### config.mk
export PLATFORM = sky130hd
export DESIGN_NAME = dual_issue_scoreboard
export DESIGN_NICKNAME = d
export VERILOG_FILES = /design/src/rtl/sched_pkg.sv /design/src/rtl/sb_hazard_check.sv /design/src/rtl/dual_issue_scoreboard.sv
export SDC_FILE = /design/constraint.sdc
export NUM_CORES = 1
export LEC_CHECK = 0
export ABC_AREA = 0
export CAP_MARGIN = 20
export CORE_MARGIN = 5
export CORE_UTILIZATION = 30
export CTS_CLUSTER_SIZE = 10
export DETAILED_ROUTE_END_ITERATION = 12
export GPL_ROUTABILITY_DRIVEN = 1
export SETUP_SLACK_MARGIN = 0.4
export SYNTH_ARGS = -nofsm -noshare
export SYNTH_HDL_FRONTEND = slang
export SYNTH_SLANG_ARGS = --single-unit
### constraint.sdc
create_clock -name clk -period 5.25 [get_ports clk]
set_input_delay 1.3125 -clock clk [delete_from_list [all_inputs] [get_ports clk]]
set_output_delay 1.3125 -clock clk [all_outputs]
set_load 0.05 [all_outputs]
### src/rtl/sched_pkg.sv
// rtl/sched_pkg.sv - shared constants, instruction field positions and helpers for the dual-issue scheduler
package sched_pkg;

  localparam int NUM_REGS = 32;
  localparam int INSTR_W  = 27;
  localparam int CNT_W    = 16;

  localparam int RS1_MSB    = 26;
  localparam int RS1_LSB    = 22;
  localparam int RS2_MSB    = 21;
  localparam int RS2_LSB    = 17;
  localparam int RD_MSB     = 16;
  localparam int RD_LSB     = 12;
  localparam int ALUSEL_MSB = 11;
  localparam int ALUSEL_LSB = 8;
  localparam int WEN        = 7;
  localparam int WBSEL      = 6;
  localparam int ALUSRC     = 5;
  localparam int BRANCH     = 4;
  localparam int MEMWRITEEN = 3;
  localparam int USES_RD    = 2;
  localparam int USES_RS1   = 1;
  localparam int USES_RS2   = 0;

  // Loads (WBSel) and stores share the single memory port.
  function automatic logic is_mem(input logic [INSTR_W-1:0] instr);
    return instr[WBSEL] | instr[MEMWRITEEN];
  endfunction

endpackage

### src/rtl/sb_hazard_check.sv
// rtl/sb_hazard_check.sv - combinational RAW/WAW lookup of one instruction against the scoreboard
module sb_hazard_check
  import sched_pkg::*;
(
  input  logic [INSTR_W-1:0]  instr,
  input  logic [NUM_REGS-1:0] sb,
  output logic                raw_busy,
  output logic                waw_busy
);

  logic [4:0] rs1;
  logic [4:0] rs2;
  logic [4:0] rd;
  logic       unused_fields;

  assign rs1 = instr[RS1_MSB:RS1_LSB];
  assign rs2 = instr[RS2_MSB:RS2_LSB];
  assign rd  = instr[RD_MSB:RD_LSB];
  assign unused_fields = ^instr[ALUSEL_MSB:MEMWRITEEN];

  // x0 is hardwired zero, so it is never treated as pending.
  assign raw_busy = (instr[USES_RS1] && (rs1 != 5'd0) && sb[rs1]) ||
                    (instr[USES_RS2] && (rs2 != 5'd0) && sb[rs2]);
  assign waw_busy = instr[USES_RD] && (rd != 5'd0) && sb[rd];

endmodule

### src/rtl/dual_issue_scoreboard.sv
// rtl/dual_issue_scoreboard.sv - in-order dual-issue controller with register scoreboard
// Optional SB_WB_BYPASS_EN: hazard checks see this cycle's writeback clears.
module dual_issue_scoreboard
  import sched_pkg::*;
(
  input  logic               clk,
  input  logic               rst,
  input  logic               in_valid_1,
  input  logic [INSTR_W-1:0] in_instr_1,
  input  logic               in_valid_2,
  input  logic [INSTR_W-1:0] in_instr_2,
  output logic [1:0]         deq_count,
  input  logic               ex_stall,
  input  logic               flush,
  output logic               iss_valid_1,
  output logic [INSTR_W-1:0] iss_instr_1,
  output logic               iss_valid_2,
  output logic [INSTR_W-1:0] iss_instr_2,
  input  logic               wb_valid_1,
  input  logic [4:0]         wb_rd_1,
  input  logic               wb_valid_2,
  input  logic [4:0]         wb_rd_2,
  output logic [CNT_W-1:0]   stall_cnt
);

  logic [NUM_REGS-1:0] sb;
  logic [NUM_REGS-1:0] sb_chk;
  logic [NUM_REGS-1:0] clr_mask;
  logic [NUM_REGS-1:0] flush_mask;
  logic [NUM_REGS-1:0] set_mask;
  logic [NUM_REGS-1:0] sb_next;

  logic raw1, waw1, raw2, waw2;
  logic pair_hazard, ready1, ready2, hold, issue1, issue2;

  logic [4:0] rd1, rd2, rs1_2, rs2_2, iss_rd1, iss_rd2;
  assign rd1     = in_instr_1[RD_MSB:RD_LSB];
  assign rd2     = in_instr_2[RD_MSB:RD_LSB];
  assign rs1_2   = in_instr_2[RS1_MSB:RS1_LSB];
  assign rs2_2   = in_instr_2[RS2_MSB:RS2_LSB];
  assign iss_rd1 = iss_instr_1[RD_MSB:RD_LSB];
  assign iss_rd2 = iss_instr_2[RD_MSB:RD_LSB];

  always_comb begin
    clr_mask = '0;
    if (wb_valid_1 && (wb_rd_1 != 5'd0)) clr_mask[wb_rd_1] = 1'b1;
    if (wb_valid_2 && (wb_rd_2 != 5'd0)) clr_mask[wb_rd_2] = 1'b1;
  end

`ifdef SB_WB_BYPASS_EN
  assign sb_chk = sb & ~clr_mask;
`else
  assign sb_chk = sb;
`endif

  sb_hazard_check u_chk1 (.instr(in_instr_1), .sb(sb_chk), .raw_busy(raw1), .waw_busy(waw1));
  sb_hazard_check u_chk2 (.instr(in_instr_2), .sb(sb_chk), .raw_busy(raw2), .waw_busy(waw2));

  // Pair-internal conflicts the scoreboard cannot see: slot 1 has not issued yet.
  assign pair_hazard =
      (in_instr_1[USES_RD] && (rd1 != 5'd0) &&
       ((in_instr_2[USES_RS1] && (rs1_2 == rd1)) ||
        (in_instr_2[USES_RS2] && (rs2_2 == rd1)) ||
        (in_instr_2[USES_RD]  && (rd2   == rd1)))) ||
      in_instr_1[BRANCH] ||
      (is_mem(in_instr_1) && is_mem(in_instr_2));

  assign ready1 = in_valid_1 && !raw1 && !waw1;
  assign ready2 = ready1 && in_valid_2 && !raw2 && !waw2 && !pair_hazard;

  assign hold      = ex_stall || flush;
  assign issue1    = ready1 && !hold;
  assign issue2    = ready2 && !hold;
  assign deq_count = {1'b0, issue1} + {1'b0, issue2};

  always_comb begin
    set_mask   = '0;
    flush_mask = '0;
    if (issue1 && in_instr_1[USES_RD] && (rd1 != 5'd0)) set_mask[rd1] = 1'b1;
    if (issue2 && in_instr_2[USES_RD] && (rd2 != 5'd0)) set_mask[rd2] = 1'b1;
    // WAW blocking means an in-flight rd has no older producer, so dropping it is safe.
    if (flush && iss_valid_1 && iss_instr_1[USES_RD] && (iss_rd1 != 5'd0)) flush_mask[iss_rd1] = 1'b1;
    if (flush && iss_valid_2 && iss_instr_2[USES_RD] && (iss_rd2 != 5'd0)) flush_mask[iss_rd2] = 1'b1;
  end

  assign sb_next = (sb & ~clr_mask & ~flush_mask) | set_mask;

  always_ff @(posedge clk or posedge rst) begin
    if (rst) begin
      sb <= '0;
    end else begin
      sb <= sb_next;
    end
  end

  always_ff @(posedge clk or posedge rst) begin
    if (rst) begin
      iss_valid_1 <= 1'b0;
      iss_instr_1 <= '0;
      iss_valid_2 <= 1'b0;
      iss_instr_2 <= '0;
    end else if (flush) begin
      iss_valid_1 <= 1'b0;
      iss_instr_1 <= '0;
      iss_valid_2 <= 1'b0;
      iss_instr_2 <= '0;
    end else if (!ex_stall) begin
      iss_valid_1 <= issue1;
      iss_instr_1 <= issue1 ? in_instr_1 : '0;
      iss_valid_2 <= issue2;
      iss_instr_2 <= issue2 ? in_instr_2 : '0;
    end
  end

  always_ff @(posedge clk or posedge rst) begin
    if (rst) begin
      stall_cnt <= '0;
    end else if (in_valid_1 && (deq_count == 2'd0) && !ex_stall && (stall_cnt != {CNT_W{1'b1}})) begin
      stall_cnt <= stall_cnt + 1'b1;
    end
  end

endmodule

==> results by group, run 1 <==
Worst setup path
  • FF-to-FF Start: sb[7]
  • Critical path start-end classification: input port to output port
  • Startpoint type of the worst setup path: input port
  • Launch point of the worst path: in_instr_1[16]
  • Cells along the critical path: dlygate4sd2_1 -> buf_4 -> nand2b_1 -> o32ai_2 -> a22oi_1 -> and4_4 -> o2111a_4 -> and3_4 -> ha_4 -> buf_8
  • R2R depth: 14
  • Slack of the worst reg-to-reg path: roughly 1600 ps
  • Crit path arrival time: roughly 3500 ps
  • Slowest cell on crit path: sky130_fd_sc_hd__dlygate4sd2_1
  • Crit Path Max Fanout: 7
  • Capture instance of the worst register-to-register path: stall_cnt[11]
  • Critical path endpoint category: output port
  • Slowest stage delay, CP: 290 ps
  • WP data required: 3940 ps

Synth
  • Register area share after synthesis: 35.2%
  • Net Count, Synth: roughly 810
  • Number of warnings reported in the yosys synthesis log: 0
  • Post-synth top area share: 35.2%
  • Most area-hungry cell type in the Yosys netlist: sky130_fd_sc_hd__dfrtp_1
  • Number of synthesized register bits: 104
  • Number of enable flip-flop cells after synthesis: 0
  • Gate count of the mapped netlist: 734
  • Predominant post-synthesis flop cell: sky130_fd_sc_hd__dfrtp_1
  • Cell area after synthesis: 7400 um^2
  • Number of distinct standard cells referenced by the synthesized netlist: 73
  • Top area cells in the synthesized netlist: sky130_fd_sc_hd__dfrtp_1, sky130_fd_sc_hd__mux4_2, sky130_fd_sc_hd__a22o_1
  • Mean Syn Cell Area: a little over 10 um^2
  • Async set or reset register ratio after synthesis: 100%

Route
  • DRC errors left: 0
  • Highest Signal Layer: met4
  • Metal1 wirelength: 12.0 mm
  • Number of vias per cell: 5.90
  • Iteration-0 DRC Markers: 653
  • Total number of vias: 7,249
  • DR WL met2: approximately 13 mm
  • Aggregate routed wire length: 29.0 mm
  • Met3 wire len: 2.63 mm
  • Post-detailed-route count of antenna-violating nets: 0
  • Wire per inst: 23.6 um
  • First drt pass iteration count: 5

Clocking
  • Level count of the clock H-tree: 3
  • Maximum count of clock buffers along a single path: 2
  • Clock sink total: 104
  • Clock-pin slew on the worst setup and hold paths: 80 ps
  • CTS tree: yes
  • Cell at the root of the clock tree: sky130_fd_sc_hd__clkbuf_16
  • Clock insertion delay at the later pin of the skew report: ~360 ps
  • Number of buffers added by the clock tree synthesis step: 9

Timing
  • Tightest slew margin relative to the limit: 37.4%
  • RSZ-0062 raised after global routing: no
  • Fin Clk Skew: 12.4 ps
  • Ratio of final minimum period to clock period: 91.4%
  • Final worst hold slack: 484 ps
  • Worst slew pin tran: 939 ps
  • Pins Over Slew Limit: 0
  • Number of endpoints failing setup at the final stage: 0
  • F_max: 0.208 GHz
  • Final Hold Vio Count: 0
  • Post-layout minimum cycle time: between 4000 and 5000 ps

Finish
  • Number of nets in the layout: 975
  • Antenna Cells: 0
  • Area growth syn-to-layout: 34.9%
  • Final core utilization: 41.0%
  • Fill count: about 2.4k
  • Ratio of cells with drive above 1 in the final layout: 18.5%

Worst hold path
  • Start point of the worst min-delay path: iss_instr_1[20]
  • Worst Hold Endpoint: iss_instr_1[20]
  • Depth of the worst hold-timing path: 2
  • Type of the most critical hold path: flop to flop

Power and ir drop
  • Pwr dens: roughly 230 nW/um^2
  • PnR Total Power: 2.28 mW
  • Peak supply drop: 0.154 mV
  • Leakage power: 4.01 nW

Die
  • Die Y: around 170 um
  • Core area: 24,300 um^2
  • Initial core utilization: between 30% and 40%
  • Full die area: 27,900 um^2
  • Number of placed I/O pins: 146
  • Width of the die: 167 um
  • Site Rows: 57

Placement
  • Gpl congestion: roughly 0.99
  • Port Buffer Count: 145
  • Post-DP HPWL: 21.3 mm

GRT
  • Largest net degree at the start of global routing: 74
  • Number of antenna violations at the first check in global routing: 0
  • Congestion Overflow GR: 0
  • Total Routing Usage GR: 20.1%
  • Via count of the first global-routing pass: a little over 7k
  • Wire length of the first global-routing pass: 43.8 mm

Run status
  • Run status: finished, final reports clean

Job
  • Maximum capacitance violations: 0
-- state kept, by name, summed over array words and instances, names as in the netlist --
register     flops
iss_instr_1     27
iss_instr_2     27
iss_valid_1      1
iss_valid_2      1
sb              32
stall_cnt       16
-- metrics by stage --
stage	setup slack, ps	cells	instance area [um^2]	setup TNS, ps
final	449	1229	9980	0
after global routing	403	1229	9980	0
after CTS	402	1228	9950	0
after detailed placement	-66.0	1204	9490	-66.0
after global placement	-62.2	1204	9490	-62.2
after floorplan	467	734	7400	0
-- worst max path at each step --
stage	to	slack (ps)
after global placement	deq_count[0]	-60
after global routing	deq_count[0]	400
after CTS	deq_count[0]	400
final	deq_count[0]	450
after detailed placement	deq_count[0]	-70
after floorplan	deq_count[0]	470
-- critical path, delay by kind of cell --
| kind | cells | cell delay (ps) |
|---|---|---|
| compound gates | 3 | 650 |
| fa+ha+maj | 1 | 280 |
| buf+inv | 3 | 630 |
| simple gates | 3 | 610 |
-- cell usage after synthesis (9+ instances only) --
library cell,count
sky130_fd_sc_hd__nor2b_1,18
sky130_fd_sc_hd__nand2_1,59
sky130_fd_sc_hd__a221o_1,17
sky130_fd_sc_hd__xnor2_1,13
sky130_fd_sc_hd__o22ai_1,11
sky130_fd_sc_hd__mux2i_1,39
sky130_fd_sc_hd__dfrtp_1,104
sky130_fd_sc_hd__o21ai_0,11
sky130_fd_sc_hd__a22o_1,52
sky130_fd_sc_hd__nand2b_1,18
sky130_fd_sc_hd__nor2_1,40
sky130_fd_sc_hd__nor4_1,9
sky130_fd_sc_hd__o221ai_1,26
sky130_fd_sc_hd__a22oi_1,26
sky130_fd_sc_hd__inv_1,11
sky130_fd_sc_hd__xor2_1,17
sky130_fd_sc_hd__buf_2,16
sky130_fd_sc_hd__mux4_2,27
sky130_fd_sc_hd__nor3_1,12
sky130_fd_sc_hd__nand3b_1,12
sky130_fd_sc_hd__nand3_1,19
sky130_fd_sc_hd__nand4_1,14
sky130_fd_sc_hd__clkbuf_1,29
-- cells by family after synthesis --
group | count (synthesis) | synth area share [%]
and+or+nand+nor | 256 | 20.0
xor gates and xnor gates | 30 | 3.55
muxes | 72 | 14.4
adders and majority gates | 3 | 0.507
DFF | 104 | 35.2
buffers and inverters | 74 | 4.87
AOI/OAI and AO/OA | 195 | 21.5
-- placed cells by master, fill, tap and decap left out, types with 5 or more instances in the layout --
master                              n
sky130_fd_sc_hd__a21oi_1            5
sky130_fd_sc_hd__a221o_1           17
sky130_fd_sc_hd__a221oi_1           8
sky130_fd_sc_hd__a22o_1            52
sky130_fd_sc_hd__a22oi_1           26
sky130_fd_sc_hd__a41oi_1            5
sky130_fd_sc_hd__and3_1             7
sky130_fd_sc_hd__buf_12             5
sky130_fd_sc_hd__buf_4             63
sky130_fd_sc_hd__clkbuf_16          9
sky130_fd_sc_hd__clkbuf_2           7
sky130_fd_sc_hd__clkdlybuf4s50_1  119
sky130_fd_sc_hd__dfrtp_1          104
sky130_fd_sc_hd__dlygate4sd2_1     11
sky130_fd_sc_hd__inv_1             10
sky130_fd_sc_hd__mux2_2             6
sky130_fd_sc_hd__mux2i_1           39
sky130_fd_sc_hd__mux4_2            27
sky130_fd_sc_hd__nand2_1           59
sky130_fd_sc_hd__nand2b_1          18
sky130_fd_sc_hd__nand3_1           19
sky130_fd_sc_hd__nand3b_1          12
sky130_fd_sc_hd__nand4_1           14
sky130_fd_sc_hd__nor2_1            40
sky130_fd_sc_hd__nor2b_1           17
sky130_fd_sc_hd__nor3_1            12
sky130_fd_sc_hd__nor3b_1            6
sky130_fd_sc_hd__nor4_1             7
sky130_fd_sc_hd__o21ai_0           10
sky130_fd_sc_hd__o21ai_1            5
sky130_fd_sc_hd__o221ai_1          26
sky130_fd_sc_hd__o22ai_1            7
sky130_fd_sc_hd__xnor2_1           13
sky130_fd_sc_hd__xor2_1            17
-- cell type report --
class | count | area (um^2) | share of cell area (%)
multi-input combinational | 556 | 4550 | 45.5
sequential | 104 | 2600 | 26.1
timing repair buffer | 218 | 2100 | 21.0
tap | 324 | 405 | 4.06
clock buffer | 10 | 229 | 2.29
clock inverter | 6 | 57.6 | 0.577
inverter | 11 | 43.8 | 0.439
-- per-layer routing --
layer / global-route usage (%) / vias up
met5: 0 / -
met4: 9.21 / 0
met3: 4.62 / 85
met2: 31.5 / 414
met1: 26.4 / 3525
li1: - / 3225
-- report_power, final --
part / switching (mW) / internal (mW) / leakage [nW]
clock network: 0.330 / 0.335 / 0.142
logic: 0.365 / 0.285 / 2.44
registers: 0.108 / 0.852 / 1.43
-- timing repair --
action | CTS | global route
pin swaps | 8 | 3
hold buffers | 0 | 0
endpoints found under the setup margin | 2 | 2
gates cloned | 2 | 0
setup buffers | 6 | 1
resized for setup | 46 | 24
Note: power is estimated with default switching activity, not from simulation.
==> run 2: changes to the inputs <==
--- a/config.mk
+++ b/config.mk
@@ -12,7 +12,9 @@
 export CTS_CLUSTER_SIZE = 10
 export DETAILED_ROUTE_END_ITERATION = 12
 export GPL_ROUTABILITY_DRIVEN = 1
+export RECOVER_POWER = 100
 export SETUP_SLACK_MARGIN = 0.4
 export SYNTH_ARGS = -nofsm -noshare
 export SYNTH_HDL_FRONTEND = slang
 export SYNTH_SLANG_ARGS = --single-unit
+export TNS_END_PERCENT = 100
==> run 2 against run 1 <==
  * The run now ends with max-capacitance violations, max-slew violations left
  * Utilization is 0.32 points lower
  * Die area stayed put
  * Register-to-register slack worse by 290 ps
  * Setup slack worse by 110 ps
  * Sequential cell count stayed put
  * Global-route usage stayed put
  * Critical endpoint unchanged
==> results by group, run 2 (synthesis results as in run 1) <==
Worst setup path
  • Slowest cell on crit path: sky130_fd_sc_hd__o2111a_4
  • Cells along the critical path: dlygate4sd2_1 -> buf_4 -> nand2b_1 -> o32ai_1 -> a22oi_1 -> and4_1 -> o2111a_4 -> and3_1 -> ha_4 -> buf_8
  • Capture instance of the worst register-to-register path: stall_cnt[11]
  • Startpoint type of the worst setup path: input port
  • WP data required: 3940 ps (about the same)
  • Slowest stage delay, CP: 310 ps (+20 ps)
  • Critical path endpoint category: output port
  • FF-to-FF Start: sb[7]
  • Launch point of the worst path: in_instr_1[16]
  • Critical path start-end classification: input port to output port
  • Crit path arrival time: 3600 ps (+110 ps)
  • Slack of the worst reg-to-reg path: 1270 ps (-290 ps)
  • Crit Path Max Fanout: 7 (unchanged)
  • R2R depth: 13 (-1)
  • Worst setup path end: deq_count[0]

Finish
  • Largest registers in the final layout: sb (32), iss_instr_1 (27), iss_instr_2 (27)
  • Fill count: 2,362 (+0.51%)
  • Antenna Cells: 0 (unchanged)
  • Ratio of cells with drive above 1 in the final layout: 16.9% (-1.5 points)
  • Number of nets in the layout: 975 (unchanged)
  • Most used cells in the layout excluding fill and tap cells: sky130_fd_sc_hd__dfrtp_1, sky130_fd_sc_hd__dlygate4sd3_1, sky130_fd_sc_hd__nand2_1
  • Final core utilization: 40.7% (-0.32 points)
  • Most flops, register: sb
  • Number of flip-flops in the largest register: 32 (unchanged)
  • Area growth syn-to-layout: 33.8%
  • Total area of multi-input combinational cells: 4490 um^2 (-1.2%)
  • Post-Layout Inst Area: 9900 um^2 (-0.79%)
  • Area taken by flip-flops and latches: 2600 um^2 (unchanged)
  • Leading cell type in the layout, fill and taps excluded: sky130_fd_sc_hd__dfrtp_1

Timing
  • Worst slew pin tran: 2860 ps (+1920 ps)
  • Final worst hold slack: 479 ps (-5.05 ps)
  • RSZ-0062 raised after global routing: no
  • F_max: 0.204 GHz (-2.2%)
  • Tightest slew margin relative to the limit: -90.7% (-130 points)
  • Number of endpoints failing setup at the final stage: 0 (unchanged)
  • Pins Over Slew Limit: 74 (+74)
  • Fin Clk Skew: 12.2 ps (-0.241 ps)
  • Final Hold Vio Count: 0 (unchanged)
  • Post-layout minimum cycle time: 4910 ps (+109 ps)
  • Ratio of final minimum period to clock period: 93.5% (+2.1 points)

Clocking
  • CTS tree: yes
  • CTS Hold Bufs: 0 (unchanged)
  • Clock sink total: 104 (unchanged)
  • Cell at the root of the clock tree: sky130_fd_sc_hd__clkbuf_16
  • Clock-pin slew on the worst setup and hold paths: 80 ps (about the same)
  • Clock insertion delay at the later pin of the skew report: 360 ps (about the same)
  • Number of buffers added by the clock tree synthesis step: 9 (unchanged)
  • Level count of the clock H-tree: 3 (unchanged)
  • Maximum count of clock buffers along a single path: 2 (unchanged)

Route
  • First drt pass iteration count: 5 (unchanged)
  • Highest Signal Layer: met4
  • Aggregate routed wire length: 29.0 mm (+0.12%)
  • Total number of vias: 7,257 (+0.11%)
  • Post-detailed-route count of antenna-violating nets: 0 (unchanged)
  • DR WL met2: 13.1 mm (+0.21%)
  • DRC errors left: 0 (unchanged)
  • Iteration-0 DRC Markers: 679 (+4.0%)
  • Wire per inst: 23.6 um (+0.12%)
  • Number of vias per cell: 5.90 (+0.11%)
  • Met3 wire len: 2.54 mm (-3.3%)
  • Metal1 wirelength: 12.0 mm (+0.48%)

Power and ir drop
  • Pwr dens: 228 nW/um^2 (about the same)
  • Leakage power: 4.21 nW (+4.8%)
  • Peak supply drop: 0.154 mV (-0.27%)

GRT
  • Via count of the first global-routing pass: 7,114 (unchanged)
  • Largest net degree at the start of global routing: 74 (unchanged)
  • Number of antenna violations at the first check in global routing: 0 (unchanged)
  • Congestion Overflow GR: 0 (unchanged)
  • Total Routing Usage GR: 20.1% (unchanged)
  • Wire length of the first global-routing pass: 43.8 mm (unchanged)

Job
  • Maximum capacitance violations: 1 (+1)

Run status
  • Run status: complete, but fails checks
  • Violations in the final reports: max-capacitance violations, max-slew violations

Placement
  • Post-placement cell area: 9490 um^2 (unchanged)
  • Port Buffer Count: 145 (unchanged)
  • Post-DP HPWL: 21.3 mm (unchanged)
  • Gpl congestion: 0.991 (unchanged)

Die
  • Full die area: 27,900 um^2 (unchanged)
  • Number of placed I/O pins: 146 (unchanged)
  • Die Y: 167 um (unchanged)
  • Core area: 24,300 um^2 (unchanged)
  • Site Rows: 57 (unchanged)
  • Initial core utilization: 30.4% (unchanged)
  • Width of the die: 167 um (unchanged)

Worst hold path
  • Type of the most critical hold path: flop to flop
run 2: cell types whose count changed in the layout (fill, tap and decap cells not counted), moves of 4 or more:
cell,delta
sky130_fd_sc_hd__dlygate4sd3_1,+73
sky130_fd_sc_hd__clkbuf_1,+5
sky130_fd_sc_hd__clkdlybuf4s50_1,-73
sky130_fd_sc_hd__nand4_1,+4
sky130_fd_sc_hd__buf_4,-6
run 2: stage by stage:
step	total power [mW]	setup slack, ps	TNS (ps)	cells
after global placement	1.60	-62.2	-62.2	1204
after detailed placement	1.60	-66.0	-66.0	1204
after CTS	2.29	402	0	1228
after floorplan	1.32	467	0	734
after global routing	2.34	247	0	1229
final	2.26	340	0	1229
run 2: repair_timing:
action,4_1_cts,5_1_grt
pin swaps,8,3
cloned,2,0
hold endpoints to repair,0,0
endpoints found under the setup margin,2,2
resized for setup,46,24
buffers inserted,6,1
run 2: cell type report:
| class | instances | area share (%) |
|---|---|---|
| inverters | 11 | 0.417 |
| multi-input cells | 556 | 45.4 |
| flip-flops and latches | 104 | 26.3 |
| clock buffers | 10 | 2.31 |
| clock inverters | 6 | 0.581 |
| repair buffers | 218 | 21.0 |
| well taps | 324 | 4.09 |
run 2: worst min path at each step:
| stage | endpoint | depth (start not counted) | start | slack (ps) |
|---|---|---|---|---|
| floorplan | sb[0] | 1 | sb[0] | 480 |
| global placement | iss_instr_1[20] | 2 | iss_instr_1[20] | 470 |
| detailed placement | iss_instr_1[20] | 2 | iss_instr_1[20] | 470 |
| CTS | iss_instr_1[20] | 2 | iss_instr_1[20] | 490 |
| global route | iss_instr_2[3] | 1 | iss_instr_2[3] | 510 |
| finish | iss_instr_1[20] | 2 | iss_instr_1[20] | 480 |
run 2: metal layers:
metal	GRT usage (%)	vias to the layer above
met1	26.4	3539
met5	0	-
met3	4.62	88
met2	31.5	400
li1	-	3230
met4	9.21	0
run 2: where the power goes:
part	internal (mW)	switching, mW
Combinational	0.268	0.362
Clock	0.335	0.332
Sequential	0.852	0.107
run 2: worst max-delay path, delay by kind of cell:
family,cells,cell delay [ps]
AOI/OAI and AO/OA,3,690
adders and majority gates,1,290
buffers and inverters,3,630
and+or+nand+nor,3,670
